`src/rtl/alu_arbiter_pkg.sv`:
```
// Shared types and constants for the ALU arbiter slice: state encoding,
// default widths and the opcode values the command sources use.
package alu_arbiter_pkg;

  localparam int NB_DATA_DEF = 8;
  localparam int NB_OP_DEF   = NB_DATA_DEF - 2;

  localparam logic [2:0] ST_IDLE = 3'b001;
  localparam logic [2:0] ST_EXEC = 3'b010;
  localparam logic [2:0] ST_DONE = 3'b100;

  typedef enum logic [2:0] {
    IDLE = ST_IDLE,
    EXEC = ST_EXEC,
    DONE = ST_DONE
  } state_t;

  localparam logic [5:0] OP_ADD = 6'b100000;
  localparam logic [5:0] OP_SUB = 6'b100010;

  // Index width that stays legal for a single requester.
  function automatic int idx_width(input int n);
    return (n > 1) ? $clog2(n) : 1;
  endfunction

endpackage

```
`src/rtl/alu_arbiter_if.sv`:
```
// Requester and ALU-side bundle of the arbiter. The arbiter is the slave;
// the requesters plus the ALU together form the master side.
interface alu_arbiter_if
  import alu_arbiter_pkg::*;
#(
  parameter int NB_DATA = NB_DATA_DEF,
  parameter int NB_OP   = NB_OP_DEF,
  parameter int N_REQ   = 2
);

  logic [N_REQ-1:0]         req;
  logic [N_REQ*NB_DATA-1:0] req_a;
  logic [N_REQ*NB_DATA-1:0] req_b;
  logic [N_REQ*NB_OP-1:0]   req_op;
  logic [N_REQ-1:0]         ack;
  logic [NB_DATA-1:0]       result;
  logic                     err;
  logic                     busy;
  logic                     alu_start;
  logic [NB_DATA-1:0]       alu_a;
  logic [NB_DATA-1:0]       alu_b;
  logic [NB_OP-1:0]         alu_op;
  logic [NB_DATA-1:0]       alu_result;
  logic                     alu_valid;

  modport slave (
    input  req, req_a, req_b, req_op, alu_result, alu_valid,
    output ack, result, err, busy, alu_start, alu_a, alu_b, alu_op
  );

  modport master (
    output req, req_a, req_b, req_op, alu_result, alu_valid,
    input  ack, result, err, busy, alu_start, alu_a, alu_b, alu_op
  );

endinterface

```
`src/rtl/alu_arbiter_rr_select.sv`:
```
// Combinational round-robin pick: first asserted request strictly after
// last_grant, wrapping modulo N_REQ.
module rr_select
  import alu_arbiter_pkg::*;
#(
  parameter int N_REQ = 2,
  parameter int IDXW  = idx_width(N_REQ)
) (
  input  logic [N_REQ-1:0] req,
  input  logic [IDXW-1:0]  last_grant,
  output logic [IDXW-1:0]  grant_idx,
  output logic             any_req
);

  function automatic int wrap_idx(input int base, input int off);
    int sum;
    sum = base + off;
    return (sum >= N_REQ) ? (sum - N_REQ) : sum;
  endfunction

  // Walk from the farthest candidate to the nearest so the nearest asserted one wins.
  always_comb begin
    grant_idx = {IDXW{1'b0}};
    any_req   = |req;
    for (int off = N_REQ; off >= 1; off--) begin
      grant_idx = req[wrap_idx(int'(last_grant), off)] ?
                  IDXW'(wrap_idx(int'(last_grant), off)) : grant_idx;
    end
  end

endmodule

```
`src/rtl/alu_arbiter.sv`:
```
// Shares one ALU among N_REQ requesters: round-robin grant, operand latch,
// start/valid handshake with a watchdog, and a one-cycle ack back.
module alu_arbiter
  import alu_arbiter_pkg::*;
#(
  parameter int NB_DATA = NB_DATA_DEF,
  parameter int NB_OP   = NB_OP_DEF,
  parameter int N_REQ   = 2,
  parameter int TIMEOUT = 16
) (
  input logic         clk,
  input logic         reset,
  alu_arbiter_if.slave bus
);

  localparam int IDXW = idx_width(N_REQ);
  localparam int CNTW = $clog2(TIMEOUT) + 1;
  localparam logic [N_REQ-1:0] ONE_LSB = {{(N_REQ-1){1'b0}}, 1'b1};

  state_t             state_r, state_next_s;
  logic [IDXW-1:0]    grant_r, grant_next_s;
  logic [IDXW-1:0]    last_grant_r, last_grant_next_s;
  logic [IDXW-1:0]    sel_idx_s;
  logic               any_req_s;
  logic [NB_DATA-1:0] a_r, a_next_s;
  logic [NB_DATA-1:0] b_r, b_next_s;
  logic [NB_OP-1:0]   op_r, op_next_s;
  logic [CNTW-1:0]    cnt_r, cnt_next_s;
  logic [N_REQ-1:0]   ack_r, ack_next_s;
  logic [NB_DATA-1:0] result_r, result_next_s;
  logic               err_r, err_next_s;
  logic               busy_r;
  logic               start_r;

  rr_select #(
    .N_REQ (N_REQ),
    .IDXW  (IDXW)
  ) u_rr_select (
    .req        (bus.req),
    .last_grant (last_grant_r),
    .grant_idx  (sel_idx_s),
    .any_req    (any_req_s)
  );

  // State register.
  always_ff @(posedge clk) begin
    if (reset) begin
      state_r <= IDLE;
    end else begin
      state_r <= state_next_s;
    end
  end

  // Next state plus next values of every registered output.
  always_comb begin
    state_next_s      = state_r;
    grant_next_s      = grant_r;
    last_grant_next_s = last_grant_r;
    a_next_s          = a_r;
    b_next_s          = b_r;
    op_next_s         = op_r;
    cnt_next_s        = cnt_r;
    ack_next_s        = {N_REQ{1'b0}};
    result_next_s     = {NB_DATA{1'b0}};
    err_next_s        = 1'b0;

    case (state_r)
      IDLE: begin
        if (any_req_s) begin
          grant_next_s = sel_idx_s;
          a_next_s     = bus.req_a[int'(sel_idx_s)*NB_DATA +: NB_DATA];
          b_next_s     = bus.req_b[int'(sel_idx_s)*NB_DATA +: NB_DATA];
          op_next_s    = bus.req_op[int'(sel_idx_s)*NB_OP +: NB_OP];
          cnt_next_s   = {CNTW{1'b0}};
          state_next_s = EXEC;
        end else begin
          state_next_s = IDLE;
        end
      end
      EXEC: begin
        cnt_next_s = cnt_r + CNTW'(1);
        // A completion on the watchdog's last cycle still counts as success.
        if (bus.alu_valid) begin
          result_next_s = bus.alu_result;
          err_next_s    = 1'b0;
          ack_next_s    = ONE_LSB << grant_r;
          state_next_s  = DONE;
        end else if (cnt_r == CNTW'(TIMEOUT - 1)) begin
          result_next_s = {NB_DATA{1'b0}};
          err_next_s    = 1'b1;
          ack_next_s    = ONE_LSB << grant_r;
          state_next_s  = DONE;
        end else begin
          state_next_s = EXEC;
        end
      end
      DONE: begin
        last_grant_next_s = grant_r;
        cnt_next_s        = {CNTW{1'b0}};
        state_next_s      = IDLE;
      end
      default: begin
        state_next_s = IDLE;
      end
    endcase
  end

  // Datapath and output registers.
  always_ff @(posedge clk) begin
    if (reset) begin
      grant_r      <= {IDXW{1'b0}};
      last_grant_r <= IDXW'(N_REQ - 1);
      a_r          <= {NB_DATA{1'b0}};
      b_r          <= {NB_DATA{1'b0}};
      op_r         <= {NB_OP{1'b0}};
      cnt_r        <= {CNTW{1'b0}};
      ack_r        <= {N_REQ{1'b0}};
      result_r     <= {NB_DATA{1'b0}};
      err_r        <= 1'b0;
      busy_r       <= 1'b0;
      start_r      <= 1'b0;
    end else begin
      grant_r      <= grant_next_s;
      last_grant_r <= last_grant_next_s;
      a_r          <= a_next_s;
      b_r          <= b_next_s;
      op_r         <= op_next_s;
      cnt_r        <= cnt_next_s;
      ack_r        <= ack_next_s;
      result_r     <= result_next_s;
      err_r        <= err_next_s;
      busy_r       <= (state_next_s != IDLE);
      start_r      <= (state_next_s == EXEC);
    end
  end

  assign bus.ack       = ack_r;
  assign bus.result    = result_r;
  assign bus.err       = err_r;
  assign bus.busy      = busy_r;
  assign bus.alu_start = start_r;
  assign bus.alu_a     = a_r;
  assign bus.alu_b     = b_r;
  assign bus.alu_op    = op_r;

endmodule

```
`src/flat_wrapper.sv`:
```
// flat-port wrapper written by rule: the top's interface ports become plain ports
module alu_arbiter_flat import alu_arbiter_pkg::*;
#(
  parameter int NB_DATA = NB_DATA_DEF,
  parameter int NB_OP   = NB_OP_DEF,
  parameter int N_REQ   = 2,
  parameter int TIMEOUT = 16
)
  (clk, reset, bus_req, bus_req_a, bus_req_b, bus_req_op, bus_alu_result, bus_alu_valid, bus_ack, bus_result, bus_err, bus_busy, bus_alu_start, bus_alu_a, bus_alu_b, bus_alu_op);
  alu_arbiter_if #(.NB_DATA(NB_DATA), .NB_OP(NB_OP), .N_REQ(N_REQ)) bus_i ();
  input logic clk;
  input logic reset;
  input wire logic [$bits(bus_i.req)-1:0] bus_req;
  input wire logic [$bits(bus_i.req_a)-1:0] bus_req_a;
  input wire logic [$bits(bus_i.req_b)-1:0] bus_req_b;
  input wire logic [$bits(bus_i.req_op)-1:0] bus_req_op;
  input wire logic [$bits(bus_i.alu_result)-1:0] bus_alu_result;
  input wire logic [$bits(bus_i.alu_valid)-1:0] bus_alu_valid;
  output wire logic [$bits(bus_i.ack)-1:0] bus_ack;
  output wire logic [$bits(bus_i.result)-1:0] bus_result;
  output wire logic [$bits(bus_i.err)-1:0] bus_err;
  output wire logic [$bits(bus_i.busy)-1:0] bus_busy;
  output wire logic [$bits(bus_i.alu_start)-1:0] bus_alu_start;
  output wire logic [$bits(bus_i.alu_a)-1:0] bus_alu_a;
  output wire logic [$bits(bus_i.alu_b)-1:0] bus_alu_b;
  output wire logic [$bits(bus_i.alu_op)-1:0] bus_alu_op;
  assign bus_i.req = bus_req;
  assign bus_i.req_a = bus_req_a;
  assign bus_i.req_b = bus_req_b;
  assign bus_i.req_op = bus_req_op;
  assign bus_i.alu_result = bus_alu_result;
  assign bus_i.alu_valid = bus_alu_valid;
  assign bus_ack = bus_i.ack;
  assign bus_result = bus_i.result;
  assign bus_err = bus_i.err;
  assign bus_busy = bus_i.busy;
  assign bus_alu_start = bus_i.alu_start;
  assign bus_alu_a = bus_i.alu_a;
  assign bus_alu_b = bus_i.alu_b;
  assign bus_alu_op = bus_i.alu_op;
  alu_arbiter #(.NB_DATA(NB_DATA), .NB_OP(NB_OP), .N_REQ(N_REQ), .TIMEOUT(TIMEOUT)) u_core (.clk(clk), .reset(reset), .bus(bus_i));
endmodule
```
`config.mk`:
```
export PLATFORM = sky130hd
export DESIGN_NAME = alu_arbiter_flat
export DESIGN_NICKNAME = d
export VERILOG_FILES = /design/src/rtl/alu_arbiter_pkg.sv /design/src/rtl/alu_arbiter_if.sv /design/src/rtl/alu_arbiter_rr_select.sv /design/src/rtl/alu_arbiter.sv /design/src/flat_wrapper.sv
export SDC_FILE = /design/constraint.sdc
export NUM_CORES = 1
export LEC_CHECK = 0
export ABC_AREA = 0
export CAP_MARGIN = 15
export CORE_MARGIN = 4
export CORE_UTILIZATION = 39
export CTS_CLUSTER_SIZE = 20
export DETAILED_ROUTE_END_ITERATION = 16
export PLACE_DENSITY_LB_ADDON = 0.3
export SYNTH_ARGS = -nofsm -noshare
export SYNTH_HDL_FRONTEND = slang
export SYNTH_HIERARCHICAL = 1
export SYNTH_SLANG_ARGS = --single-unit
```
`constraint.sdc`:
```
create_clock -name clk -period 1.55 [get_ports clk]
set_input_delay 0.2325 -clock clk [delete_from_list [all_inputs] [get_ports clk]]
set_output_delay 0.2325 -clock clk [all_outputs]
set_load 0.02 [all_outputs]
```
==> run summary <==
setup bufs post-CTS -> 0
largest family of logic cells by synthesized area -> simple AND/OR/NAND/NOR gates
Buf/Inv on CP -> 1
Cell Pwr Density -> 1010 mW/mm2
clk sinks -> 45
post-layout min period -> 1490 ps
crit share post-route -> 0.962
Critical Path Slowest Stage Cell -> clkdlybuf4s50_1
Slew headroom -> 0.750
endpoints failing hold -> 0
most frequent cells in the layout -> 89 x clkdlybuf4s50_1, 45 x dfxtp_1, 25 x mux2i_1, 25 x nor2_1, 22 x a211oi_1
worst skew pair latency -> 290 ps
xor/xnor share of the synthesized area -> 0.00489
Post-Syn Nets -> 235
Leakage -> 1.19 nW
register bit total from synthesis -> 45
CP delay by family, top -> buffers and inverters
layout cells sized above 1 -> 0.103
sequential area share after synthesis -> 0.503
Worst setup SP type -> register
H-tree levels -> 2
internal power -> 2.17 mW
Vias -> 1575
Post-Synth Adder-Cell Area -> 0.0140
Placed Instances -> 316
switching part of the total -> 0.270
fraction of synthesized area in multiplexers -> 0.140
MaxCap Viol Count -> 0
CTS clk-pin slew, worst paths -> 80 ps
Synth Instances -> 176
CTS buffer count -> 5
Reg power frac -> 0.445
Die W -> 75.8 um
Inserted Diodes -> 0
crit path kind -> reg -> out
Final setup viols -> 0
crit path DAT -> 1260 ps
placed wire-length estimate -> 3330 um
Via density -> 4.88
distinct cell type count after synthesis -> 33
Cell Chain, Critical Path -> clkdlybuf4s50_1
Avg WL per Cell -> 13.4 um
Net Sw Power -> 802 uW
Place WS -> -129 ps
simple logic cell fraction of the synthesized area -> 0.159
Iter 0 DRT Violations -> 62
final setup TNS -> 0 ps
Post-route DRC -> 0
CTS tree -> built
Comb pwr share -> 0.267
commonest non-fill, non-tap cell in the layout -> clkdlybuf4s50_1
first-pass GRT wire length -> 6740 um
Setup crit end kind -> output pin
initial antenna violation count -> 0
global route overflow -> 0
status -> finished clean
clk_skew -> 2.97 ps
clock root cell -> clkbuf_8
Port Buffers -> 91
Required @ worst endpoint -> 1320 ps
RSZ-0062 raised after global routing -> no
hold crit path type -> reg -> reg
NumNets Final -> 330
CTS Buffer Depth -> 2
post-synthesis compound-gate area fraction -> 0.134
slowest stage delay, CP -> 630 ps
Peak VDD IR -> 0.619 mV
FP Rows -> 24
Initial Utilization -> 0.406
largest net degree at the start of global routing -> 37
TritonRoute pass-1 iters -> 4
Antenna Nets Post-Route -> 0
overall routing resource usage -> 0.157
CTS resizes -> 0
Ports -> 92
RD Place Congestion -> 0.730
Final Cell Area -> 0.00293 mm2
fin. max-slew vios -> 0
Cell Count, Final, Fillers Out -> 323
worst-path maximum fanout -> 2
Core Box Area -> 0.00441 mm2
post-cts hold buffer count -> 0
DP Area -> 0.00281 mm2
die area -> 0.00574 mm2
Worst Max-Slew Pin Slew -> 374 ps
final setup margin -> 59.1 ps
Mapped Area -> 0.00179 mm2
Clock power frac -> 0.288
number of global-route vias before repair -> 1524
mean post-synth cell area -> 10.2 um2
final WL -> 4330 um
YS warnings -> 6
Layout Area Growth over Synthesis -> 63.4%
Max Clock Freq -> 671 MHz
Die Y -> 75.8 um
registers in the layout (all words and copies together), names as in the netlist:
signal,cells
u_core/bus.result,8
u_core/bus.alu_start,1
u_core/bus.busy,1
u_core/state_r,3
u_core/last_grant_r,1
u_core/bus.alu_b,8
u_core/bus.err,1
u_core/bus.alu_op,6
u_core/bus.ack,2
u_core/cnt_r,5
u_core/bus.alu_a,8
u_core/grant_r,1
metrics by stage:
step	util	total power, mW	hold WS, ps
global placement	0.637	2.13	481
floorplan	-	1.73	385
global route	0.663	3.12	503
detailed placement	0.637	2.15	480
finish	0.663	2.97	492
CTS	0.660	3.00	493
synthesized netlist by cell type, drive strengths merged:
cell type  number  area, um2
a21boi          1       7.51
ha              2       25.0
or3             2       12.5
o211ai          1       7.51
inv             4       15.0
nor2           27        111
o31a            1       10.0
o22ai           1       6.26
or2             1       6.26
dfxtp          45        901
mux2i          25        250
nor3            4       20.0
nand2b          2       20.0
clkbuf          7       26.3
nor3b           1       7.51
o21a            1       7.51
a2bb2oi         2       17.5
xnor2           1       8.76
nand2           3       11.3
and2            2       13.8
o21ai           1       5.00
and3            9       56.3
buf             7       41.3
nand3b          1       20.0
a21oi           2       13.8
nand3           1       5.00
a211oi         22        165
final timing paths:
kind                                           from                 to  slack [ps]  depth (start not counted)
worst max-delay path            u_core/bus.alu_b[2]       bus_alu_b[2]          60                          1
worst min register to register      u_core/cnt_r[4]    u_core/cnt_r[4]         490                          1
worst min-delay path                u_core/cnt_r[4]    u_core/cnt_r[4]         490                          1
worst max register to register      u_core/cnt_r[0]  u_core/state_r[1]          70                          5
power groups by stage:
stage	Clock [mW]	Sequential (mW)	Combinational (mW)
after floorplan	0	1.45	0.279
after global placement	0	1.34	0.789
after detailed placement	0	1.35	0.796
after CTS	0.878	1.32	0.801
after global routing	0.927	1.34	0.859
final	0.857	1.32	0.792
kinds of logic (layout without fill, tap and decap cells):
kind of cell    after synthesis  after routing
compound gates               32             32
xor+xnor                      1              1
fa+ha+maj                     2              2
buf+inv                      18            113
flops                        45             45
mux                          25             25
simple gates                 53             53
layout make-up:
| cell class | count | area, um2 |
|---|---|---|
| clock buffers | 5 | 68.8 |
| clock inverters | 2 | 35.0 |
| fillers | 396 | 1490 |
| inverters | 4 | 15.0 |
| multi-input cells | 113 | 820 |
| flip-flops and latches | 45 | 901 |
| well taps | 52 | 65.1 |
| repair buffers | 102 | 1020 |
metal layers:
| layer | wire length [um] | track usage |
|---|---|---|
| met1 | 1700 | 0.181 |
| met2 | 2060 | 0.248 |
| met3 | 516 | 0.0858 |
| met4 | 53 | 0.0524 |
| met5 | 0 | 0 |
Note: power is estimated with default switching activity, not from simulation.
